## config.mk

```make
export PLATFORM = sky130hd
export DESIGN_NAME = btn_event_arbiter
export DESIGN_NICKNAME = d
export VERILOG_FILES = /design/src/rtl/btn_pkg.sv /design/src/rtl/btn_event_arbiter_fifo.sv /design/src/rtl/btn_event_arbiter.sv
export SDC_FILE = /design/constraint.sdc
export NUM_CORES = 1
export LEC_CHECK = 0
export ABC_AREA = 0
export CAP_MARGIN = 10
export CELL_PAD_IN_SITES_DETAIL_PLACEMENT = 0
export CELL_PAD_IN_SITES_GLOBAL_PLACEMENT = 1
export CORE_MARGIN = 3
export CORE_UTILIZATION = 46
export CTS_BUF_LIST = sky130_fd_sc_hd__clkbuf_8
export CTS_CLUSTER_SIZE = 24
export DETAILED_ROUTE_END_ITERATION = 16
export PLACE_DENSITY = 0.92
export SLEW_MARGIN = 5
export SYNTH_ARGS = -nofsm -noshare
export SYNTH_HDL_FRONTEND = slang
export SYNTH_SLANG_ARGS = --single-unit
```

## constraint.sdc

```tcl
create_clock -name sysclk -period 3.5 [get_ports sysclk]
set_clock_uncertainty 0.15 [all_clocks]
set_input_delay 0.875 -clock sysclk [delete_from_list [all_inputs] [get_ports sysclk]]
set_output_delay 0.875 -clock sysclk [all_outputs]
set_load 0.05 [all_outputs]
```

## src/rtl/btn_pkg.sv

```systemverilog
// Shared definitions for the button event arbiter: width helpers derived
// from the button count, event-code field positions and the auto-repeat
// FSM state encoding.
package btn_pkg;

    // Auto-repeat FSM states (one FSM per button, BTN_REPEAT_EN builds only).
    typedef enum logic [1:0] {
        RPT_IDLE   = 2'd0,
        RPT_DELAY  = 2'd1,
        RPT_REPEAT = 2'd2
    } rpt_state_e;

    // Width of a button index; at least one bit.
    function automatic int idx_w(input int n_btn);
        return (n_btn > 1) ? $clog2(n_btn) : 1;
    endfunction

    // Event code width: {repeat_flag, btn_index}.
    function automatic int code_w(input int n_btn);
        return idx_w(n_btn) + 1;
    endfunction

    // Bit position of the repeat flag inside an event code (the MSB).
    function automatic int rpt_flag_pos(input int n_btn);
        return idx_w(n_btn);
    endfunction

    // Width of a tick counter able to reach the larger of two limits.
    function automatic int cnt_w(input int a, input int b);
        int m;
        m = (a > b) ? a : b;
        return $clog2(m + 1);
    endfunction

endpackage

```

## src/rtl/btn_event_arbiter_fifo.sv

```systemverilog
// evt_fifo: small synchronous FIFO holding event codes between the arbiter
// and the consumer. Head data reads as zero while empty so the event code
// output is clean whenever nothing is queued.
module evt_fifo
    import btn_pkg::*;
#(
    parameter  int WIDTH = 3,
    parameter  int DEPTH = 4,
    localparam int AW    = $clog2(DEPTH)
) (
    input  logic             sysclk,
    input  logic             reset,
    input  logic             push_i,
    input  logic             pop_i,
    input  logic [WIDTH-1:0] wdata_i,
    output logic [WIDTH-1:0] rdata_o,
    output logic [AW:0]      count_o,
    output logic             full_o,
    output logic             empty_o
);

    logic [WIDTH-1:0] mem_q [DEPTH];
    logic [AW-1:0]    wr_ptr_q, wr_ptr_d;
    logic [AW-1:0]    rd_ptr_q, rd_ptr_d;
    logic [AW:0]      count_q, count_d;
    logic             push_ok, pop_ok;

    assign full_o  = (count_q == (AW+1)'(DEPTH));
    assign empty_o = (count_q == '0);
    assign count_o = count_q;
    assign push_ok = push_i & ~full_o;
    assign pop_ok  = pop_i & ~empty_o;
    assign rdata_o = empty_o ? '0 : mem_q[rd_ptr_q];

    // Next-state for pointers and occupancy; pointers wrap naturally at DEPTH.
    always_comb begin
        // NOTE: every combinational output gets a default first so no path leaves it unassigned (no latch).
        wr_ptr_d = wr_ptr_q;
        rd_ptr_d = rd_ptr_q;
        count_d  = count_q + (AW+1)'(push_ok) - (AW+1)'(pop_ok);
        if (push_ok) wr_ptr_d = wr_ptr_q + AW'(1);
        if (pop_ok)  rd_ptr_d = rd_ptr_q + AW'(1);
    end

    // Pointer and occupancy registers.
    always_ff @(posedge sysclk) begin
        // NOTE: sequential state uses non-blocking assignments so all registers update from pre-edge values.
        if (reset) begin
            wr_ptr_q <= '0;
            rd_ptr_q <= '0;
            count_q  <= '0;
        end else begin
            wr_ptr_q <= wr_ptr_d;
            rd_ptr_q <= rd_ptr_d;
            count_q  <= count_d;
        end
    end

    // Storage write.
    always_ff @(posedge sysclk) begin
        // NOTE: storage is not reset; stale entries are never visible because reads are gated by empty.
        if (push_ok) mem_q[wr_ptr_q] <= wdata_i;
    end

endmodule

```

## src/rtl/btn_event_arbiter.sv

```systemverilog
// btn_event_arbiter: latches press pulses from N_BTN debouncers, grants
// pending buttons round-robin (one per cycle) into an event queue and hands
// {repeat_flag, btn_index} codes to a consumer over valid/ready. A press that
// arrives while the same button is still pending sets the sticky drop flag.
// Optional feature macro: BTN_REPEAT_EN adds per-button auto-repeat FSMs that
// turn held buttons into timed repeat events; without it btn_held and tick
// are ignored and the repeat flag is always 0.
module btn_event_arbiter
    import btn_pkg::*;
#(
    parameter  int N_BTN      = 4,
    parameter  int FIFO_DEPTH = 4,
    parameter  int RPT_DELAY  = 8,
    parameter  int RPT_PERIOD = 3,
    localparam int IW         = idx_w(N_BTN),
    localparam int CW         = code_w(N_BTN)
) (
    input  logic             sysclk,
    input  logic             reset,
    input  logic [N_BTN-1:0] btn_pulse,
    input  logic [N_BTN-1:0] btn_held,
    input  logic             tick,
    output logic             evt_valid,
    output logic [CW-1:0]    evt_code,
    input  logic             evt_ready,
    output logic             evt_drop,
    input  logic             drop_clr
);

    localparam int AW = $clog2(FIFO_DEPTH);

    logic [N_BTN-1:0] pending_q, pending_d;
    logic [N_BTN-1:0] req;
    logic [N_BTN-1:0] gnt_onehot, press_gnt;
    logic [IW-1:0]    rr_q, rr_d;
    logic [IW-1:0]    gnt_idx, cand;
    logic             gnt_vld, gnt_is_rpt;
    logic             evt_drop_q, evt_drop_d;
    logic             fifo_full, fifo_empty;
    logic [AW:0]      fifo_count_unused;
    logic [CW-1:0]    push_code;

    assign gnt_onehot = N_BTN'(1) << gnt_idx;
    assign press_gnt  = (gnt_vld && !gnt_is_rpt) ? gnt_onehot : '0;
    assign push_code  = {gnt_is_rpt, gnt_idx};
    assign evt_valid  = ~fifo_empty;
    assign evt_drop   = evt_drop_q;

`ifdef BTN_REPEAT_EN
    localparam int CNTW = cnt_w(RPT_DELAY, RPT_PERIOD);

    rpt_state_e       rpt_state_q [N_BTN];
    rpt_state_e       rpt_state_d [N_BTN];
    logic [CNTW-1:0]  rpt_cnt_q   [N_BTN];
    logic [CNTW-1:0]  rpt_cnt_d   [N_BTN];
    logic [N_BTN-1:0] rpt_pending_q, rpt_pending_d;
    logic [N_BTN-1:0] rpt_gnt;

    assign req        = pending_q | rpt_pending_q;
    // A press and a repeat on the same index: the press goes first.
    assign gnt_is_rpt = gnt_vld & ~pending_q[gnt_idx];
    assign rpt_gnt    = gnt_is_rpt ? gnt_onehot : '0;

    // Repeat FSMs: count ticks while held, raise a repeat request on expiry;
    // a request already waiting absorbs a new one silently.
    always_comb begin
        rpt_pending_d = rpt_pending_q & ~rpt_gnt;
        for (int i = 0; i < N_BTN; i++) begin
            rpt_state_d[i] = rpt_state_q[i];
            rpt_cnt_d[i]   = rpt_cnt_q[i];
            if (!btn_held[i]) begin
                rpt_state_d[i]   = RPT_IDLE;
                rpt_cnt_d[i]     = '0;
                rpt_pending_d[i] = 1'b0;
            end else begin
                case (rpt_state_q[i])
                    RPT_IDLE: begin
                        rpt_state_d[i] = RPT_DELAY;
                        rpt_cnt_d[i]   = '0;
                    end
                    RPT_DELAY: begin
                        if (tick) begin
                            if (rpt_cnt_q[i] == CNTW'(RPT_DELAY - 1)) begin
                                rpt_pending_d[i] = 1'b1;
                                rpt_state_d[i]   = RPT_REPEAT;
                                rpt_cnt_d[i]     = '0;
                            end else begin
                                rpt_cnt_d[i] = rpt_cnt_q[i] + CNTW'(1);
                            end
                        end
                    end
                    RPT_REPEAT: begin
                        if (tick) begin
                            if (rpt_cnt_q[i] == CNTW'(RPT_PERIOD - 1)) begin
                                rpt_pending_d[i] = 1'b1;
                                rpt_cnt_d[i]     = '0;
                            end else begin
                                rpt_cnt_d[i] = rpt_cnt_q[i] + CNTW'(1);
                            end
                        end
                    end
                    default: begin
                        rpt_state_d[i] = RPT_IDLE;
                        rpt_cnt_d[i]   = '0;
                    end
                endcase
            end
        end
    end

    // Repeat FSM state, counters and repeat requests.
    always_ff @(posedge sysclk) begin
        if (reset) begin
            rpt_pending_q <= '0;
            for (int i = 0; i < N_BTN; i++) begin
                rpt_state_q[i] <= RPT_IDLE;
                rpt_cnt_q[i]   <= '0;
            end
        end else begin
            rpt_pending_q <= rpt_pending_d;
            for (int i = 0; i < N_BTN; i++) begin
                rpt_state_q[i] <= rpt_state_d[i];
                rpt_cnt_q[i]   <= rpt_cnt_d[i];
            end
        end
    end
`else
    logic unused_repeat_inputs;

    assign req                  = pending_q;
    assign gnt_is_rpt           = 1'b0;
    assign unused_repeat_inputs = ^{btn_held, tick};
`endif

    // Round-robin search starting just after the last granted index; no
    // grant while the queue is full (registered occupancy, no pop bypass).
    always_comb begin
        gnt_vld = 1'b0;
        gnt_idx = '0;
        cand    = '0;
        for (int k = 1; k <= N_BTN; k++) begin
            cand = IW'((int'(rr_q) + k) % N_BTN);
            if (!gnt_vld && req[cand]) begin
                gnt_vld = 1'b1;
                gnt_idx = cand;
            end
        end
        if (fifo_full) gnt_vld = 1'b0;
    end

    // Pending latches (a new press beats a same-cycle grant), round-robin
    // pointer update and sticky drop detection.
    always_comb begin
        pending_d  = btn_pulse | (pending_q & ~press_gnt);
        rr_d       = gnt_vld ? gnt_idx : rr_q;
        evt_drop_d = (evt_drop_q & ~drop_clr) | (|(btn_pulse & pending_q & ~press_gnt));
    end

    // Arbiter state registers.
    always_ff @(posedge sysclk) begin
        if (reset) begin
            pending_q  <= '0;
            rr_q       <= IW'(N_BTN - 1);
            evt_drop_q <= 1'b0;
        end else begin
            pending_q  <= pending_d;
            rr_q       <= rr_d;
            evt_drop_q <= evt_drop_d;
        end
    end

    evt_fifo #(
        .WIDTH (CW),
        .DEPTH (FIFO_DEPTH)
    ) u_fifo (
        .sysclk  (sysclk),
        .reset   (reset),
        .push_i  (gnt_vld),
        .pop_i   (evt_valid & evt_ready),
        .wdata_i (push_code),
        .rdata_o (evt_code),
        .count_o (fifo_count_unused),
        .full_o  (fifo_full),
        .empty_o (fifo_empty)
    );

endmodule
```

== After elaboration in Yosys (flattened, before gate mapping) ==
Memories as Yosys holds them, arrays and structs flattened. A register that Yosys moved wholly into a read port is not among the register bits.
Index checks and enable logic that the tools add are counted.

* Output and inout bits: 5
* Register bits: 14
* RAM bits: 8
* Input bits: 13
* Memories: 1

{| class="wikitable"
|+ Memories
! memory !! words !! width !! read ports !! clocked after memory_dff !! wr ports !! RTL line !! RTL
|-
| u_fifo.mem_q || 4 || 2 || 1 || 1 || 1 || btn_event_arbiter_fifo.sv:22 || <nowiki>logic [WIDTH-1:0] mem_q [DEPTH];</nowiki>
|}

* Mux-type cells: 23
* Bitwise logic cells: 13
* Equal/unequal tests: 1
* $lt $le $gt $ge: 4
* Reduce and logical (&&, ||, !) cells: 8
* Shift-type cells: 1
* Add/sub/neg operators: 8

{| class="wikitable"
|+ Operators with widths
! cell !! count
|-
| $and A4 B4 Y4 || 3
|-
| $lt A2 B3 Y1 const B || 4
|-
| $mux W2 || 6
|-
| $mux W1 || 11
|-
| $add A2 B1 Y2 const B || 4
|-
| $bmux W1 S2 || 4
|-
| $add A2 B2 Y2 const B || 2
|-
| $and A1 B1 Y1 || 4
|-
| $mux W4 || 1
|-
| $not A4 Y4 || 1
|-
| $or A4 B4 Y4 || 1
|-
| $reduce_or A4 Y1 || 1
|-
| $shl A1 B2 Y4 const A || 1
|-
| $add A3 B1 Y3 || 1
|-
| $eq A3 B3 Y1 const B || 1
|-
| $logic_and A1 B1 Y1 || 3
|-
| $logic_not A1 Y1 || 3
|-
| $logic_not A3 Y1 || 1
|-
| $mux W3 || 1
|-
| $not A1 Y1 || 3
|-
| $sub A3 B1 Y3 || 1
|-
| $or A1 B1 Y1 || 1
|}

== Depth between registers and ports, before layout ==
Gate-level depths: netlist of run 1.

* Depth in word-level cells: 19
* Mapped depth: 10
* Gate-level depth less buffers: 10

== Modules after synthesis ==
Synthesis of run 1 repeated with hierarchy kept, for this count alone.

* Cells, all modules: 126
* Area, all modules: 1388.8 sq um

{| class="wikitable"
|+ Modules (own cells, without submodules)
! module !! seq. area each (sq um) !! instances !! cells each !! area each (sq um)
|-
| evt_fifo || 540.5 || 1 || 69 || 942.2
|-
| btn_event_arbiter || 140.1 || 1 || 57 || 446.7
|}

== Worst setup path after synthesis of run 1 ==
No wires, ideal clock.

* Path type: register -> register
* From: reg u_fifo.count_q[1], in the netlist u_fifo.count_o[1]
* To: reg u_fifo.count_q[2], in the netlist u_fifo.count_o[2]
* Arrival: 2.390 ns
* Slack: 0.833 ns
* Path buffers: 0
* Library setup time: 0.128 ns
* Cell stages (with the launch flop): 11
* Cell sequence: dfxtp_1 > or3_1 > and2_1 > ha_1 > inv_1 > ha_1 > inv_1 > fa_1 > xor2_1 > xnor2_1 > nor2_1

* Longest elaborated chain between the ends: 5

{| class="wikitable"
|+ Ends and longest elaborated chain
! item !! RTL line !! RTL
|-
| start: declaration || btn_event_arbiter_fifo.sv:25 || <nowiki>logic [AW:0] count_q, count_d;</nowiki>
|-
| start signal: assignment || btn_event_arbiter_fifo.sv:55 || <nowiki>count_q <= count_d;</nowiki>
|-
| $logic_not A3 Y1 (*) || btn_event_arbiter_fifo.sv:29 || <nowiki>assign empty_o = (count_q == '0);</nowiki>
|-
| $not A1 Y1 (*) || btn_event_arbiter.sv:46 || <nowiki>assign evt_valid = ~fifo_empty;</nowiki>
|-
| net evt_valid || btn_event_arbiter.sv:23 || <nowiki>output logic evt_valid,</nowiki>
|-
| $and A1 B1 Y1 || btn_event_arbiter.sv:179 || <nowiki>.pop_i (evt_valid & evt_ready),</nowiki>
|-
| $and A1 B1 Y1 (*) || btn_event_arbiter_fifo.sv:32 || <nowiki>assign pop_ok = pop_i & ~empty_o;</nowiki>
|-
| net u_fifo.pop_ok || btn_event_arbiter_fifo.sv:26 || <nowiki>logic push_ok, pop_ok;</nowiki>
|-
| $sub A3 B1 Y3 (*) || btn_event_arbiter_fifo.sv:40 || <nowiki>count_d = count_q + (AW+1)'(push_ok) - (AW+1)'(pop_ok);</nowiki>
|}

Mark *: on every way through the listed nets, which the timed path passes. The rest lies on a longest branch.
A chain may end at the register's enable or synchronous reset.

==> results of run 1 <==
==> synthesized netlist by cell type, drive strengths merged <==
cell     n
mux4     2
nand3    1
a21oi    6
a41oi    1
dfxtp   16
fa       1
nor2    15
ha       6
buf      2
nand2b   4
nand3b   2
clkbuf   1
or3      1
o21ai    4
xnor2    3
a32oi    1
a311oi   1
and2     7
nor4     1
nor2b    1
xor2     2
conb     1
or2      3
a221oi   1
inv     10
nor3b    2
nand2    3
o211ai   1
edfxtp   8
mux2i    1
==> state kept, by name (all words and copies together), names as in the netlist, named ones only <==
signal and count:
u_fifo.mem_q 8, pending_q 4, u_fifo.count_o 3, rr_q 2, u_fifo.rd_ptr_q 2, u_fifo.wr_ptr_q 2, evt_drop 1
==> power by group <==
| group | leakage, nW | internal (mW) | switching, mW |
|---|---|---|---|
| clock | 0.0288 | 0.100 | 0.0844 |
| sequential | 0.208 | 0.376 | 0.0573 |
| combinational | 0.284 | 0.202 | 0.257 |
| total | 0.520 | 0.679 | 0.399 |
==> how the worst min path moves through the flow <==
stage / startpoint / endpoint / slack [ps] / cells past startpoint
6_report: u_fifo.rd_ptr_q[1] / u_fifo.rd_ptr_q[1] / 390 / 2
5_1_grt: u_fifo.wr_ptr_q[1] / u_fifo.wr_ptr_q[1] / 450 / 2
4_1_cts: u_fifo.rd_ptr_q[1] / u_fifo.rd_ptr_q[1] / 390 / 2
3_5_place_dp: u_fifo.rd_ptr_q[1] / u_fifo.rd_ptr_q[1] / 370 / 2
3_3_place_gp: u_fifo.rd_ptr_q[1] / u_fifo.rd_ptr_q[1] / 350 / 2
2_1_floorplan: u_fifo.rd_ptr_q[1] / flop / 330 / 2
==> metal layers <==
metal | vias up | GRT usage [%]
met5 | - | 0
met4 | 0 | 4.07
met3 | 4 | 4.87
met2 | 15 | 19.5
met1 | 333 | 14.7
li1 | 384 | -
==> layout make-up <==
class / count / share of cell area [%]
Clock buffer: 4 / 4.12
Timing Repair Buffer: 11 / 8.23
Tap cell: 28 / 2.62
Inverter: 10 / 2.81
Sequential cell: 24 / 41.9
Multi-Input combinational cell: 71 / 40.3
==> kinds of logic after synthesis <==
family,Yosys count
xor+xnor,5
other cells,1
flops,24
simple gates,40
fa+ha+maj,7
compound gates,15
buf+inv,13
mux,3
==> through the flow <==
step	utilization [%]	cell area [um^2]	hold WS, ps	setup WS (ps)	total power, mW
finish	58.2	1340	395	480	1.08
global route	58.2	1340	447	403	1.16
CTS	58.2	1340	389	463	1.09
detailed placement	55.8	1280	370	519	0.907
global placement	55.8	1280	353	519	0.887
floorplan	-	1150	335	833	0.791
==> worst max-delay path: cells and delay by family (launching register included) <==
family        cells  cell delay, ps
simple gates      1             170
flops             1             380
buf+inv           1             690
mux               1             490
==> cells in the final DEF, fill, tap and decap left out, types with 2 or more instances in the layout <==
master | synthesis | layout
nor2_1 | 15 | 15
xor2_1 | 2 | 2
or2_1 | 2 | 2
a21oi_1 | 6 | 6
mux4_2 | 2 | 2
clkdlybuf4s50_1 | 0 | 11
ha_1 | 6 | 6
nand2b_1 | 3 | 3
nand3b_1 | 2 | 2
nor3b_1 | 2 | 2
o21ai_0 | 2 | 2
dfxtp_1 | 16 | 16
inv_1 | 10 | 10
and2_1 | 7 | 7
clkbuf_8 | 0 | 4
nand2_1 | 2 | 2
edfxtp_1 | 8 | 8
xnor2_1 | 3 | 3
==> results.md, run 1 <==
* Setup slack, reg-to-reg at 1010 ps
* RSZ-0062 raised after global routing: false
* Outcome: finished clean
* Root buffer cell: clkbuf_8
* Leak at 0.520 nW
* Clk_lat worst skew at 270 ps
* Clock Pin Slew Worst Setup and Hold Paths at 80 ps
* R2R Path Start: u_fifo.count_o[1]
* Placed cells at 144
* Slew of the pin with the lowest slew margin at 711 ps
* Post-synth cell types at 36
* Area Growth Syn to Fin at 15.9%
* Setup TNS at 0 ps
* Setup crit start kind: flop
* Antenna Violating Nets Remaining at 0
* # nets final at 141
* Final Cycle Share at 86.3%
* DR WL/cell at 11.8 um
* Worst endpoint required time at 2470 ps
* DIE AREA at 3140 um^2
* Seq/Total Area, Yosys at 48.6%
* Top-area cell type share of the netlist area at 27.8%
* Clock Sinks at 24
* Synth area leaders: dfxtp_1 (28%), edfxtp_1 (21%), ha_1 (6.5%), nor2_1 (4.9%), mux4_2 (3.9%)
* PwrDens at 806 nW/um^2
* Port Buffers at 11
* Horiz. Die Dim at 56.1 um
* Starting Density at 50.2%
* Top cell type by total area after synthesis: dfxtp_1
* Peak supply drop at 0.000787 V
* Vias per cell at 4.97
* Chip Height at 56.1 um
* Post-DP HPWL at 1.33 mm
* Main combinational cell family by area after synthesis: simple AND/OR/NAND/NOR gates
* Met3 WL post-DR at 105 um
* First-pass GRT wire length at 2.97 mm
* Simple-gate share of the synthesized area at 18.5%
* Total Wirelength at 1.74 mm
* Post_cts resized at 0
* Max Root-Sink Buffers at 2
* Crit-path cells: mux4_2, and2_1, clkdlybuf4s50_1
* Gpl congestion at 0.685
* H-tree levels at 1
* Slowest CP cell: clkdlybuf4s50_1
* Kind of critical path: reg2out
* Avg Cell Area, Syn at 10.7 um^2
* Core ar. at 2300 um^2
* Critical Path AT at 2000 ps
* Max-cap violation count at 0
* Worst r2r dst: u_fifo.count_o[2]
* Largest net degree at the start of global routing at 16
* I/O pins at 18
* Xor and xnor fraction of the mapped netlist area at 3.80%
* Post-synthesis compound-gate area fraction at 11.1%
* Gr usage total at 12.1%
* Final setup fails at 0
* Syn_nets at 128
* Worst r2r path cells at 10
* Seq cells post-synth at 24
* CP Capture Type: primary output
* Drt pass-1 iters at 4
* Tmin final at 3020 ps
* Initial antenna violation count at 0
* Postcts setup bufs at 0
* Max Slew Vio Count at 0
* Worst path max stage delay at 690 ps
* DRC viols at 0
* CP Capture Point: evt_code[1]
* Layout cells sized above 1 at 10.8%
* Vias in the first global route at 703
* Netlist Area Pre-Place at 1150 um^2
* Max Used Layer: met4
* WL met2 at 802 um
* Met1 Wirelength at 816 um
* Hold-fix buffers, CTS at 0
* Post-Synth Adder-Cell Area at 8.24%
* # diodes at 0
* Worst-path fanout max at 2
* Synthesis Warnings at 0
* Syn Inst Count at 108
* Min-delay worst type: reg2reg
* Slew headroom at 52.4%
* Fill count at 202
* Gr ovfl total at 0
* Row cnt at 17
* Post-synthesis mux area share at 4.77%
* Fin. Hold Viols at 0
* Initial drt markers at 10
* TritonCTS clock tree: built
* Final cell count without fillers at 148
* Vias at 736
* Cts bufs inserted at 3
* Area of the multi-input gates at 539 um^2
* F_max at 0.331 GHz
* Area occupied by registers at 561 um^2
Power figures use the tool's default switching activity.
==> run 2: changes to the inputs <==
--- a/config.mk
+++ b/config.mk
@@ -12,10 +12,10 @@
 export CORE_MARGIN = 3
 export CORE_UTILIZATION = 46
 export CTS_BUF_LIST = sky130_fd_sc_hd__clkbuf_8
+export CTS_CLUSTER_DIAMETER = 50
 export CTS_CLUSTER_SIZE = 24
 export DETAILED_ROUTE_END_ITERATION = 16
 export PLACE_DENSITY = 0.92
-export SLEW_MARGIN = 5
 export SYNTH_ARGS = -nofsm -noshare
 export SYNTH_HDL_FRONTEND = slang
 export SYNTH_SLANG_ARGS = --single-unit
==> results of run 2 <==
The final DEF is identical to that of run 1; final timing and power are the same.
==> run 3: changes to the inputs <==
--- a/config.mk
+++ b/config.mk
@@ -16,6 +16,7 @@
 export CTS_CLUSTER_SIZE = 24
 export DETAILED_ROUTE_END_ITERATION = 16
 export PLACE_DENSITY = 0.92
+export SETUP_SLACK_MARGIN = 0.2
 export SYNTH_ARGS = -nofsm -noshare
 export SYNTH_HDL_FRONTEND = slang
 export SYNTH_SLANG_ARGS = --single-unit
==> results of run 3 <==
The final DEF is identical to that of run 1; final timing and power are the same.
